`src/rtl/riscv_core_irq_pkg.sv`:
```
// Shared types and constants for the machine external interrupt arbiter.
package riscv_core_irq_pkg;

  localparam int IRQ_NUM_SRC_DEFAULT = 8;

  typedef enum logic [1:0] {
    IRQ_IDLE    = 2'd0,
    IRQ_REQ     = 2'd1,
    IRQ_SERVICE = 2'd2
  } irq_state_e;

endpackage

```
`src/rtl/riscv_core_irq_prio_sel.sv`:
```
// Combinational winner selection over the candidate set.
// The search starts at rr_ptr_i+1 (mod NUM_SRC). Tying rr_ptr_i to NUM_SRC-1
// makes the search start at index 0, which gives lowest-index-wins priority.
module riscv_core_irq_prio_sel #(
  parameter int NUM_SRC = 8,
  parameter int ID_W    = $clog2(NUM_SRC)
) (
  input  logic [NUM_SRC-1:0] candidate_i,
  input  logic [ID_W-1:0]    rr_ptr_i,
  output logic [ID_W-1:0]    winner_id_o,
  output logic               valid_o
);

  localparam int unsigned N = NUM_SRC;

  // Scan every source once, starting just after rr_ptr_i; first hit wins.
  always_comb begin
    int unsigned idx;
    idx         = 0;
    winner_id_o = '0;
    valid_o     = 1'b0;
    for (int unsigned k = 0; k < N; k++) begin
      idx = 32'(rr_ptr_i) + 32'd1 + k;
      if (idx >= N) idx = idx - N;
      if (!valid_o && candidate_i[idx[ID_W-1:0]]) begin
        valid_o     = 1'b1;
        winner_id_o = idx[ID_W-1:0];
      end
    end
  end

endmodule

```
`src/rtl/riscv_core_irq_arbiter.sv`:
```
// Machine external interrupt arbiter: edge gateway, pending/mask registers,
// claim/complete handshake FSM feeding mip.MEIP.
// Optional feature: define RISCV_CORE_IRQ_RR_EN for round-robin selection;
// otherwise the lowest pending+enabled index wins.
module riscv_core_irq_arbiter
  import riscv_core_irq_pkg::*;
#(
  parameter int NUM_SRC = IRQ_NUM_SRC_DEFAULT,
  parameter int ID_W    = $clog2(NUM_SRC)
) (
  input  logic               i_riscv_core_clk,
  input  logic               i_riscv_core_rst_n,
  input  logic [NUM_SRC-1:0] i_riscv_core_irq_src,
  input  logic               i_riscv_core_irq_cfg_wen,
  input  logic [NUM_SRC-1:0] i_riscv_core_irq_cfg_wdata,
  input  logic               i_riscv_core_ack,
  input  logic               i_riscv_core_irq_complete,
  output logic               o_riscv_core_mexternal,
  output logic [ID_W-1:0]    o_riscv_core_irq_id,
  output logic               o_riscv_core_irq_busy,
  output logic [NUM_SRC-1:0] o_riscv_core_irq_pending,
  output logic [NUM_SRC-1:0] o_riscv_core_irq_mask
);

  logic [NUM_SRC-1:0] src_q;
  logic               armed_q;
  logic [NUM_SRC-1:0] src_rise;
  logic [NUM_SRC-1:0] pending_q, pending_d;
  logic [NUM_SRC-1:0] mask_q;
  logic [NUM_SRC-1:0] candidate;
  irq_state_e         state_q;
  logic [ID_W-1:0]    irq_id_q;
  logic               mexternal_q;
  logic               busy_q;
  logic [ID_W-1:0]    sel_id;
  logic               sel_valid;
  logic [ID_W-1:0]    rr_ptr;
  logic               claim;

`ifdef RISCV_CORE_IRQ_RR_EN
  logic [ID_W-1:0]    rr_ptr_q;
  assign rr_ptr = rr_ptr_q;
`else
  assign rr_ptr = ID_W'(NUM_SRC - 1);
`endif

  // Gateway: src_q resets to 0, so armed_q suppresses edge detection on the
  // first edge after reset; lines held high through release give no event.
  always_ff @(posedge i_riscv_core_clk or negedge i_riscv_core_rst_n) begin
    if (!i_riscv_core_rst_n) begin
      src_q   <= '0;
      armed_q <= 1'b0;
    end else begin
      src_q   <= i_riscv_core_irq_src;
      armed_q <= 1'b1;
    end
  end

  assign src_rise  = armed_q ? (i_riscv_core_irq_src & ~src_q) : '0;
  assign claim     = (state_q == IRQ_REQ) && i_riscv_core_ack;
  assign candidate = pending_q & mask_q;

  // Pending next state: claim clears the served bit, a new edge sets it (set wins).
  always_comb begin
    pending_d = pending_q;
    if (claim) pending_d[irq_id_q] = 1'b0;
    pending_d = pending_d | src_rise;
  end

  // Pending and enable-mask registers.
  always_ff @(posedge i_riscv_core_clk or negedge i_riscv_core_rst_n) begin
    if (!i_riscv_core_rst_n) begin
      pending_q <= '0;
      mask_q    <= '0;
    end else begin
      pending_q <= pending_d;
      if (i_riscv_core_irq_cfg_wen) mask_q <= i_riscv_core_irq_cfg_wdata;
    end
  end

  riscv_core_irq_prio_sel #(
    .NUM_SRC (NUM_SRC),
    .ID_W    (ID_W)
  ) u_prio_sel (
    .candidate_i (candidate),
    .rr_ptr_i    (rr_ptr),
    .winner_id_o (sel_id),
    .valid_o     (sel_valid)
  );

  // Request/claim/complete handshake with registered mexternal and busy.
  always_ff @(posedge i_riscv_core_clk or negedge i_riscv_core_rst_n) begin
    if (!i_riscv_core_rst_n) begin
      state_q     <= IRQ_IDLE;
      irq_id_q    <= '0;
      mexternal_q <= 1'b0;
      busy_q      <= 1'b0;
`ifdef RISCV_CORE_IRQ_RR_EN
      rr_ptr_q    <= ID_W'(NUM_SRC - 1);
`endif
    end else begin
      case (state_q)
        IRQ_IDLE: begin
          if (sel_valid) begin
            irq_id_q    <= sel_id;
            state_q     <= IRQ_REQ;
            mexternal_q <= 1'b1;
          end
        end
        IRQ_REQ: begin
          if (i_riscv_core_ack) begin
            state_q     <= IRQ_SERVICE;
            mexternal_q <= 1'b0;
            busy_q      <= 1'b1;
`ifdef RISCV_CORE_IRQ_RR_EN
            rr_ptr_q    <= irq_id_q;
`endif
          end else if (!candidate[irq_id_q]) begin
            state_q     <= IRQ_IDLE;
            mexternal_q <= 1'b0;
          end
        end
        IRQ_SERVICE: begin
          if (i_riscv_core_irq_complete) begin
            state_q <= IRQ_IDLE;
            busy_q  <= 1'b0;
          end
        end
        default: begin
          state_q     <= IRQ_IDLE;
          mexternal_q <= 1'b0;
          busy_q      <= 1'b0;
        end
      endcase
    end
  end

  assign o_riscv_core_mexternal   = mexternal_q;
  assign o_riscv_core_irq_id      = irq_id_q;
  assign o_riscv_core_irq_busy    = busy_q;
  assign o_riscv_core_irq_pending = pending_q;
  assign o_riscv_core_irq_mask    = mask_q;

endmodule

```
`config.mk`:
```
export PLATFORM = sky130hd
export DESIGN_NAME = riscv_core_irq_arbiter
export DESIGN_NICKNAME = d
export VERILOG_FILES = /design/src/rtl/riscv_core_irq_pkg.sv /design/src/rtl/riscv_core_irq_prio_sel.sv /design/src/rtl/riscv_core_irq_arbiter.sv
export SDC_FILE = /design/constraint.sdc
export NUM_CORES = 1
export LEC_CHECK = 0
export ABC_CLOCK_PERIOD_IN_PS = 1500
export BUFFER_PORTS_ARGS = -buffer_cell sky130_fd_sc_hd__buf_4
export CORE_ASPECT_RATIO = 0.5
export CORE_UTILIZATION = 44
export CTS_CLUSTER_DIAMETER = 120
export DETAILED_ROUTE_END_ITERATION = 16
export GPL_TIMING_DRIVEN = 0
export PLACE_DENSITY_LB_ADDON = 0.3
export SLEW_MARGIN = 10
export SYNTH_ARGS = -nofsm -noshare
export SYNTH_HDL_FRONTEND = slang
export SYNTH_SLANG_ARGS = --single-unit
```
`constraint.sdc`:
```
create_clock -name i_riscv_core_clk -period 1.5 [get_ports i_riscv_core_clk]
set_input_delay 0.075 -clock i_riscv_core_clk [delete_from_list [all_inputs] [get_ports i_riscv_core_clk]]
set_output_delay 0.075 -clock i_riscv_core_clk [all_outputs]
set_load 0.02 [all_outputs]
```
==> metrics.md, run 1 <==
| Metric | Value |
|---|---|
| Placement Rows | 13 |
| Critical-path cell list | a22o_1 > o41ai_4 > buf_4 > a311oi_2 > a21o_2 |
| Sw power | between 1 and 1.5 mW |
| Setup ws final | -0.0725 ns |
| CP Data Arrival Time | 1.75 ns |
| WL final | 3510 um |
| IR drop worst, VDD | between 0.001 and 0.0015 V |
| CP Launch Type | register |
| DRC | 0 |
| Synth top area share | 59.8% |
| Yosys reg bits | 32 |
| RD Place Congestion | 0.851 |
| Syn avg cell area | roughly 11 um2 |
| Max Clock Freq | around 640 MHz |
| Die W | 80.0 um |
| Num CTS Buffers | 5 |
| Layout area overhead | 53.2% |
| CP max FO | 3 |
| DR vias | roughly 1.2k |
| Max Cap Violations | 0 |
| Skew final | roughly 0.0041 ns |
| Clock transition at path regs | about 0.07 ns |
| Largest net degree at the start of global routing | 33 |
| Tmin final | 1.57 ns |
| Area occupied by registers | around 800 um2 |
| Vias per Instance | approximately 5.2 |
| Yosys cell types | 29 |
| Area of the multi-input gates | 579 um2 |
| Core area | 0.00273 mm2 |
| Clock buffer depth | 2 |
| Placed insts | around 200 |
| Pre-antenna DRT Iters | 4 |
| Critical Path RT | between 1.5 and 2 ns |
| Tcrit/Tclk final | 105% |
| Slowest CP cell | dfrtp_2 |
| Endpoints failing setup | 3 |
| Status | finished with violations |
| First-pass GRT wire length | around 5100 um |
| Max stage delay on crit path | approximately 0.42 ns |
| Power Internal | between 2 and 2.5 mW |
| Logic pwr share | between 40% and 50% |
| Post-synth top flop | dfrtp_1 |
| Hold path cells | 2 |
| Register area share after synthesis | between 50% and 60% |
| Final nets | 208 |
| Clock power share | ~23% |
| Sw Ratio | between 30% and 40% |
| IO Pins | 42 |
| Root Driver | clkbuf_8 |
| EDFF count, synth | 0 |
| Antenna violations before repair | 0 |
| Total grt overflow | 0 |
| Drt wl/cell | 15.6 um |
| Hold Vio Cnt, Final | 0 |
| Crit. End Element | register |
| Worst-Skew Late Latency | around 0.29 ns |
| Via count of the first global-routing pass | 1,022 |
| Leak | about 0.92 nW |
| Number of port buffers | 40 |
| TritonCTS Sinks | 32 |
| Layout cells sized above 1 | between 40% and 50% |
| Fill cells | between 150 and 200 |
| Async S/R FF share, synth | between 90% and 100% |
| Final core occ | between 70% and 80% |
| Antenna Nets Post-Route | 0 |
| Final Instance Count excl. Fillers | about 230 |
| HPWL after DPL | approximately 2100 um |
| Synthesized Nets | roughly 140 |
| Post-Syn Instances | between 100 and 150 |
| Power per standard cell area | 1750 mW/mm2 |
| Post-Synthesis Cell Area | between 0.001 and 0.0015 mm2 |
| Initial DRC count | 84 |
| Violated checks | negative setup slack |
| R2R cell count | 5 |
| CTS tree | built |
| Worst min path class | in -> reg |
| Power share of the sequential group | between 30% and 40% |
| Hold slack | 0.0182 ns |
| Vert. Die Dim | slightly above 40 um |
| Final slew viol count | 0 |
| Starting Density | roughly half |
| Cell taking the most area after synthesis | dfrtp_1 |
| Synth area leaders | dfrtp_1, nand2_1, mux2_2, nand3b_1, o21ai_0 |
| Full die area | 0.00328 mm2 |
| Post-Place Setup Slack | -0.187 ns |
| # diodes | 0 |
| Total GRT Usage | a little under a quarter |
| RSZ-0062 raised after global routing | true |
| Ys Warns | 0 |
| CP Class | reg -> reg |
| CTS H-tree depth | 2 |
| Tot Pwr | between 3 and 4 mW |
==> power by group through the flow <==
stage                     Clock (mW)  Combinational, mW  Sequential, mW
after floorplan                    0              0.570            1.41
after global placement             0               1.17            1.25
after detailed placement           0               1.19            1.27
after CTS                      0.840               1.36            1.27
after global routing           0.887               1.58            1.33
final                          0.827               1.47            1.30
==> cells in the mapped netlist (2+ instances only) <==
cell      count
o31ai_1       3
mux2_2        8
clkbuf_1      3
o211ai_1      2
nand2_1      25
nand2b_1      2
a311oi_1      2
nor2_1        4
a21oi_1       4
nand3b_1      7
a31oi_1       2
o21ai_0       8
dfrtp_1      32
==> cells by family after synthesis <==
kind of cell | synth area share (%)
simple gates | 15.7
other cells | 0.280
mux | 6.72
buf+inv | 1.21
flops | 59.8
compound gates | 16.3
==> path summary, 6_finish.rpt <==
| kind | startpoint | slack [ns] | end |
|---|---|---|---|
| max in group asynchronous | i_riscv_core_rst_n | 0.93 | o_riscv_core_irq_mask[6] |
| setup / recovery | o_riscv_core_irq_mask[6] | -0.07 | o_riscv_core_irq_id[1] |
| min in group asynchronous | i_riscv_core_rst_n | 0.26 | src_q[0] |
| hold reg to reg | src_q[6] | 0.43 | o_riscv_core_irq_pending[6] |
| hold / removal | i_riscv_core_irq_cfg_wdata[4] | 0.02 | o_riscv_core_irq_mask[4] |
| setup reg to reg | o_riscv_core_irq_mask[6] | -0.07 | o_riscv_core_irq_id[1] |
==> cells in the final DEF (no fill, tap or decap), types with 2 or more instances in the layout <==
cell           Yosys  routed
dfrtp_1           32      26
a31oi_1            2       2
dlygate4sd3_1      0       9
nor2_1             4       4
nand2_2            1       5
nand2_1           25      18
clkbuf_8           0       5
nand2b_1           2       2
mux2_2             8       8
o21ai_0            8       8
nand3b_1           7       7
a311oi_2           0       2
nand2_4            0       3
a21oi_1            4       4
dfrtp_2            0       6
o211ai_1           2       2
clkbuf_1           3       2
o31ai_1            3       3
buf_4              0      54
==> final cells by class <==
| cell class | instances | share of cell area [%] |
|---|---|---|
| Sequential cell | 32 | 39.4 |
| Multi-Input combinational cell | 82 | 28.2 |
| Timing Repair Buffer | 63 | 24.1 |
| Clock buffer | 5 | 3.35 |
| Tap cell | 37 | 2.25 |
| Clock inverter | 3 | 2.07 |
| Buffer | 3 | 0.609 |
==> registers in the layout (all words and copies together), names as in the netlist <==
name	flops
o_riscv_core_mexternal	1
armed_q	1
o_riscv_core_irq_busy	1
o_riscv_core_irq_mask	8
o_riscv_core_irq_pending	8
state_q	2
src_q	8
o_riscv_core_irq_id	3
==> stage by stage <==
stage / setup TNS (ns) / instance area (um2)
finish: -0.177 / 2050
global route: -0.343 / 2050
CTS: -0.00702 / 1990
detailed placement: -0.426 / 1690
global placement: -0.348 / 1690
floorplan: -0.107 / 1350
==> per-layer routing <==
layer  vias up  wire length (um)  part of all wire (%)  track usage [%]
met4         0                57                   1.6             7.14
met2        43              1650                    47             39.3
li1        557                 -                     -                -
met5         -                 0                     0                0
met1       570              1560                    44             29.0
met3         6               243                   6.9             8.00
==> repair_timing <==
item                                    in CTS  in global routing
gates resized for setup                      5                  9
endpoints found under the setup margin       4                  6
hold buffers                                 9                  0
buffers inserted                            11                  3
pin swaps                                    2                  6
hold endpoints to repair                    40                  0
==> critical path: cells and delay by family, from the launching register on <==
family	cells	cell delay, ns
DFF	1	0.42
buffers and inverters	1	0.18
AOI/OAI and AO/OA	4	0.86
(Power assumes the default switching activity.)
==> inputs of run 2 (changes only) <==
--- a/config.mk
+++ b/config.mk
@@ -5,10 +5,10 @@
 export SDC_FILE = /design/constraint.sdc
 export NUM_CORES = 1
 export LEC_CHECK = 0
-export ABC_CLOCK_PERIOD_IN_PS = 1500
+export ABC_CLOCK_PERIOD_IN_PS = 1700
 export BUFFER_PORTS_ARGS = -buffer_cell sky130_fd_sc_hd__buf_4
 export CORE_ASPECT_RATIO = 0.5
-export CORE_UTILIZATION = 44
+export CORE_UTILIZATION = 49
 export CTS_CLUSTER_DIAMETER = 120
 export DETAILED_ROUTE_END_ITERATION = 16
 export GPL_TIMING_DRIVEN = 0
==> constraint.sdc (replaced) <==
create_clock -name i_riscv_core_clk -period 1.7 [get_ports i_riscv_core_clk]
set_input_delay 0.085 -clock i_riscv_core_clk [delete_from_list [all_inputs] [get_ports i_riscv_core_clk]]
set_output_delay 0.085 -clock i_riscv_core_clk [all_outputs]
set_load 0.02 [all_outputs]
==> metrics.md, run 2 (synthesis results as in run 1) <==
| Metric | Value |
|---|---|
| Hold Vio Cnt, Final | 0 (unchanged) |
| CTS H-tree depth | 2 (unchanged) |
| HPWL after DPL | 2230 um (+5.2%) |
| Total grt overflow | 0 (unchanged) |
| Max Cap Violations | 0 (unchanged) |
| Number of port buffers | 40 (unchanged) |
| Final Instance Count excl. Fillers | 210 (-6.7%) |
| Tmin final | 1.65 ns (+0.0772 ns) |
| Tot Pwr | 2.93 mW (-19%) |
| DR vias | 1,141 (-3.0%) |
| GRT met1 Usage | 30.7% (+1.7 points) |
| Skew final | 0.00428 ns (+0.000187 ns) |
| # diodes | 0 (unchanged) |
| Area of the multi-input gates | 523 um2 (-9.7%) |
| Worst-Skew Late Latency | 0.28 ns (about the same) |
| Slowest CP cell | dfrtp_1 |
| Most frequent cells in the layout | buf_4, dfrtp_1, nand2_1 |
| Setup_tns | 0 ns (+0.177 ns) |
| Final nets | 195 (-6.3%) |
| CP Class | reg -> reg |
| R2R setup slack | 0.05 ns (+0.12 ns) |
| Post-Place Setup Slack | 0.0110 ns (+0.198 ns) |
| First-pass GRT wire length | 5090 um (-0.53%) |
| Num CTS Buffers | 5 (unchanged) |
| Antenna Nets Post-Route | 0 (unchanged) |
| Power per standard cell area | 1550 mW/mm2 (-12%) |
| Leak | 0.852 nW (-7.5%) |
| Starting Density | 56.1% (+7.1 points) |
| Die W | 76.0 um (-5.1%) |
| Fill cells | 161 (-11%) |
| CTS tree | built |
| Vert. Die Dim | 39.0 um (-5.0%) |
| IO Pins | 42 (unchanged) |
| Max Clock Freq | 606 MHz (-4.7%) |
| Initial DRC count | 121 (+44%) |
| Layout cells sized above 1 | 36.0% (-13 points) |
| Core area | 0.00239 mm2 (-13%) |
| Placed insts | 193 (-1.0%) |
| Layout area overhead | 41.0% |
| Crit. End Element | register |
| Total GRT Usage | 24.6% (+1.5 points) |
| Tcrit/Tclk final | 97.0% (-7.8 points) |
| Max stage delay on crit path | 0.40 ns (-0.02 ns) |
| Most Used Layer, Global Route | met2 |
| Met3 Use GR | 8.00% (unchanged) |
| Via count of the first global-routing pass | 1,047 (+2.4%) |
| CP Data Arrival Time | 1.82 ns (+0.07 ns) |
| Clock buffer depth | 2 (unchanged) |
| DRC | 0 (unchanged) |
| Drt wl/cell | 15.3 um (-1.8%) |
| Commonest non-fill, non-tap cell in the layout | buf_4 |
| Largest net degree at the start of global routing | 33 (unchanged) |
| RD Place Congestion | 0.846 (-0.59%) |
| Area occupied by registers | 801 um2 (-0.93%) |
| CP max FO | 8 (+5) |
| Met2 usage | 42.5% (+3.2 points) |
| Placement Rows | 12 (-1) |
| Post-CTS Resized | 0 (-5) |
| Critical Path RT | 1.87 ns (+0.19 ns) |
| Full die area | 0.00296 mm2 (-9.8%) |
| Status | complete, no violations |
| Critical-path cell list | nand2_1 > nand2_2 > o41ai_4 > buf_4 > a31oi_1 > a32o_2 |
| Final slew viol count | 0 (unchanged) |
| CP Launch Type | register |
| Pre-antenna DRT Iters | 5 (+1) |
| Vias per Instance | 5.43 (+4.0%) |
| Endpoints failing setup | 0 (-3) |
| Antenna violations before repair | 0 (unchanged) |
| Clock transition at path regs | 0.07 ns (about the same) |
| Setup ws final | 0.0504 ns (+0.123 ns) |
| TritonCTS Sinks | 32 (unchanged) |
| Worst min path class | in -> reg |
| IR drop worst, VDD | 0.000950 V (-20%) |
| Root Driver | clkbuf_8 |
| WL final | 3210 um (-8.4%) |
[run 2: final timing paths]
kind / start / end / cells after the start
setup / recovery: o_riscv_core_irq_pending[1] / o_riscv_core_irq_id[0] / 6
hold / removal: i_riscv_core_irq_cfg_wdata[4] / o_riscv_core_irq_mask[4] / 2
setup reg to reg: o_riscv_core_irq_pending[1] / o_riscv_core_irq_id[0] / 6
hold reg to reg: src_q[6] / o_riscv_core_irq_pending[6] / 1
max in group asynchronous: i_riscv_core_rst_n / o_riscv_core_irq_mask[1] / 2
min in group asynchronous: i_riscv_core_rst_n / o_riscv_core_irq_id[0] / 2
[run 2: final cells by class]
type | instances | share of cell area [%]
clock buffers | 5 | 3.64
flip-flops and latches | 32 | 42.4
well taps | 35 | 2.32
plain buffers | 3 | 0.662
clock inverters | 3 | 2.25
repair buffers | 50 | 21.1
multi-input cells | 82 | 27.7
[run 2: worst max-delay path, delay by kind of cell (launching register included)]
kind                   cells  cell delay, ns
AOI/OAI and AO/OA          3            0.68
and+or+nand+nor            2            0.26
DFF                        1            0.40
buffers and inverters      1            0.20
[run 2: where the power goes]
group	switching (mW)	internal, mW	total (mW)	leakage [nW]
sequential	0.193	0.933	1.13	0.360
combinational	0.588	0.481	1.07	0.438
clock	0.297	0.433	0.730	0.0541
[run 2: repair_timing]
action,CTS,global route
endpoints found under the hold margin,40,0
setup buffers,0,1
setup endpoints to repair,0,3
hold buffers,9,0
[run 2: metrics by stage]
stage          util [%]  hold WS, ns  instance area [um2]
2_1_floorplan         -       -0.211                 1340
3_3_place_gp       70.5       0.0351                 1680
3_5_place_dp       70.5       0.0421                 1680
4_1_cts            79.0       0.0178                 1890
5_1_grt            79.1       0.0178                 1890
6_report           79.1       0.0263                 1890
[run 2: metal layers]
metal	wire length (um)	up-vias
met3	296	6
met5	0	-
li1	-	536
met2	1510	57
met1	1380	542
met4	27	0
==> inputs of run 3 (changes only) <==
--- a/config.mk
+++ b/config.mk
@@ -11,7 +11,6 @@
 export CORE_UTILIZATION = 49
 export CTS_CLUSTER_DIAMETER = 120
 export DETAILED_ROUTE_END_ITERATION = 16
-export GPL_TIMING_DRIVEN = 0
 export PLACE_DENSITY_LB_ADDON = 0.3
 export SLEW_MARGIN = 10
 export SYNTH_ARGS = -nofsm -noshare
==> metrics.md, run 3 (synthesis results as in run 1) <==
| Metric | Value |
|---|---|
| Placement Rows | 12 (unchanged) |
| Status | complete, no violations |
| Layout cells sized above 1 | 38.1% (+2.1 points) |
| First-pass GRT wire length | 5310 um (+4.3%) |
| Power per standard cell area | 1480 mW/mm2 (-4.4%) |
| Power Internal | 1.71 mW (-7.2%) |
| FF-to-FF Start | o_riscv_core_irq_pending[4] |
| CTS tree | built |
| Final slew viol count | 0 (unchanged) |
| Via count of the first global-routing pass | 1,081 (+3.2%) |
| Vias per Instance | 5.36 (-1.3%) |
| Clock buffer depth | 2 (unchanged) |
| Max Clock Freq | 632 MHz (+4.2%) |
| Worst min path class | in -> reg |
| Critical Path RT | 1.87 ns (about the same) |
| RSZ-0062 raised after global routing | false |
| Antenna violations before repair | 0 (unchanged) |
| Num CTS Buffers | 5 (unchanged) |
| Total GRT Usage | 26.2% (+1.6 points) |
| Clock power share | 20.6% (-4.4 points) |
| Core area | 0.00239 mm2 (unchanged) |
| CP Class | reg -> reg |
| Power share of the sequential group | 41.0% (+2.5 points) |
| Sw power | 1.08 mW (about the same) |
| Endpoints failing setup | 0 (unchanged) |
| CTS H-tree depth | 2 (unchanged) |
| RD Place Congestion | 0.868 (+2.7%) |
| Antenna Nets Post-Route | 0 (unchanged) |
| Worst-Skew Late Latency | 0.29 ns (about the same) |
| HPWL after DPL | 2280 um (+2.3%) |
| Skew final | 0.00554 ns (+0.00126 ns) |
| Pre-antenna DRT Iters | 4 (-1) |
| Final Instance Count excl. Fillers | 211 (+0.48%) |
| Commonest non-fill, non-tap cell in the layout | buf_4 |
| IO Pins | 42 (unchanged) |
| CP max FO | 5 (-3) |
| DRC | 0 (unchanged) |
| Leak | 0.857 nW (+0.64%) |
| Min-delay src | i_riscv_core_irq_cfg_wdata[4] |
| Hold path cells | 2 (unchanged) |
| Logic pwr share | 38.4% (+1.9 points) |
| Drt wl/cell | 15.9 um (+4.0%) |
| Tmin final | 1.58 ns (-0.0663 ns) |
| IR drop worst, VDD | 0.000864 V (-9.1%) |
| Final nets | 196 (+0.51%) |
| Layout area overhead | 40.7% |
| Number of port buffers | 41 (+2.5%) |
| WL final | 3360 um (+4.5%) |
| Crit. End Element | register |
| R2R cell count | 5 (-1) |
| Fill cells | 145 (-9.9%) |
| Starting Density | 56.1% (unchanged) |
| Hold Vio Cnt, Final | 0 (unchanged) |
| Placed insts | 194 (+0.52%) |
| Clock transition at path regs | 0.07 ns (about the same) |
| # diodes | 0 (unchanged) |
| R2R setup slack | 0.12 ns (+0.07 ns) |
| Full die area | 0.00296 mm2 (unchanged) |
| Tcrit/Tclk final | 93.1% (-3.9 points) |
| Vert. Die Dim | 39.0 um (unchanged) |
| Hold path endpoint | o_riscv_core_irq_mask[4] |
| TritonCTS Sinks | 32 (unchanged) |
| Initial DRC count | 136 (+12%) |
| CP Launch Type | register |
| Die W | 76.0 um (unchanged) |
| Sw Ratio | 38.6% (+1.8 points) |
| Max Cap Violations | 0 (unchanged) |
| Total grt overflow | 0 (unchanged) |
| Most frequent cells in the layout | buf_4, dfrtp_1, nand2_1 |
| CP Data Arrival Time | 1.76 ns (-0.06 ns) |
| Root Driver | clkbuf_8 |
| Largest net degree at the start of global routing | 33 (unchanged) |
| DR vias | 1,132 (-0.79%) |
| Setup_tns | 0 ns (unchanged) |
| R2R Path End | o_riscv_core_irq_id[0] |
run 3: final cells by class:
class / instances / area [um2] / share of cell area, %
Tap cell: 35 / 43.8 / 2.32
Clock buffer: 5 / 68.8 / 3.65
Clock inverter: 3 / 18.8 / 0.995
Sequential cell: 32 / 801 / 42.5
Timing Repair Buffer: 54 / 428 / 22.7
Multi-Input combinational cell: 82 / 526 / 27.9
run 3: what timing repair did:
action,in CTS,in global routing
resized for setup,0,1
setup buffers,0,0
hold buffers,9,0
endpoints found under the hold margin,40,0
endpoints found under the setup margin,0,2
run 3: worst max-delay path by stage:
stage	slack, ns	from	endpoint	depth (start not counted)
2_1_floorplan	0.08	o_riscv_core_irq_mask[2]	o_riscv_core_irq_id[0]	5
3_3_place_gp	0.18	o_riscv_core_irq_pending[2]	o_riscv_core_irq_id[0]	5
3_5_place_dp	0.1	o_riscv_core_irq_mask[2]	o_riscv_core_irq_id[0]	5
4_1_cts	0.09	o_riscv_core_irq_pending[2]	o_riscv_core_irq_id[0]	5
5_1_grt	0.002	o_riscv_core_irq_pending[4]	o_riscv_core_irq_id[0]	5
6_report	0.12	o_riscv_core_irq_pending[4]	o_riscv_core_irq_id[0]	5
run 3: through the flow:
| stage | util [%] | cell area (um2) | setup slack (ns) | power, mW | hold WS (ns) |
|---|---|---|---|---|---|
| 3_3_place_gp | 71.4 | 1710 | 0.180 | 2.18 | 0.0363 |
| 2_1_floorplan | - | 1340 | 0.0848 | 1.74 | -0.211 |
| 6_report | 79.0 | 1890 | 0.117 | 2.79 | 0.0300 |
| 5_1_grt | 79.0 | 1890 | 0.00248 | 2.96 | 0.0225 |
| 3_5_place_dp | 71.4 | 1710 | 0.0959 | 2.19 | 0.0418 |
| 4_1_cts | 78.9 | 1880 | 0.0854 | 2.78 | 0.0226 |
run 3: metal layers:
metal | vias to the layer above | GRT usage (%) | share of wire [%]
met5 | - | 0 | 0
met4 | 0 | 12.5 | 0.98
met3 | 4 | 7.29 | 6.9
met2 | 46 | 44.1 | 49
met1 | 550 | 32.7 | 43
li1 | 532 | - | -
run 3: worst max-delay path, stage by stage, from the launching register on:
cell and delay, ns:
dfrtp_1 0.42, nand2_1 0.10, nand2_1 0.12, o41ai_4 0.47, a31oi_1 0.08, a32o_2 0.27
run 3: power by group through the flow:
| stage | clock network [mW] | registers [mW] | logic [mW] |
|---|---|---|---|
| 4_1_cts | 0.582 | 1.13 | 1.07 |
| 2_1_floorplan | 0 | 1.24 | 0.503 |
| 5_1_grt | 0.622 | 1.18 | 1.16 |
| 3_5_place_dp | 0 | 1.15 | 1.05 |
| 3_3_place_gp | 0 | 1.14 | 1.04 |
| 6_report | 0.574 | 1.14 | 1.07 |
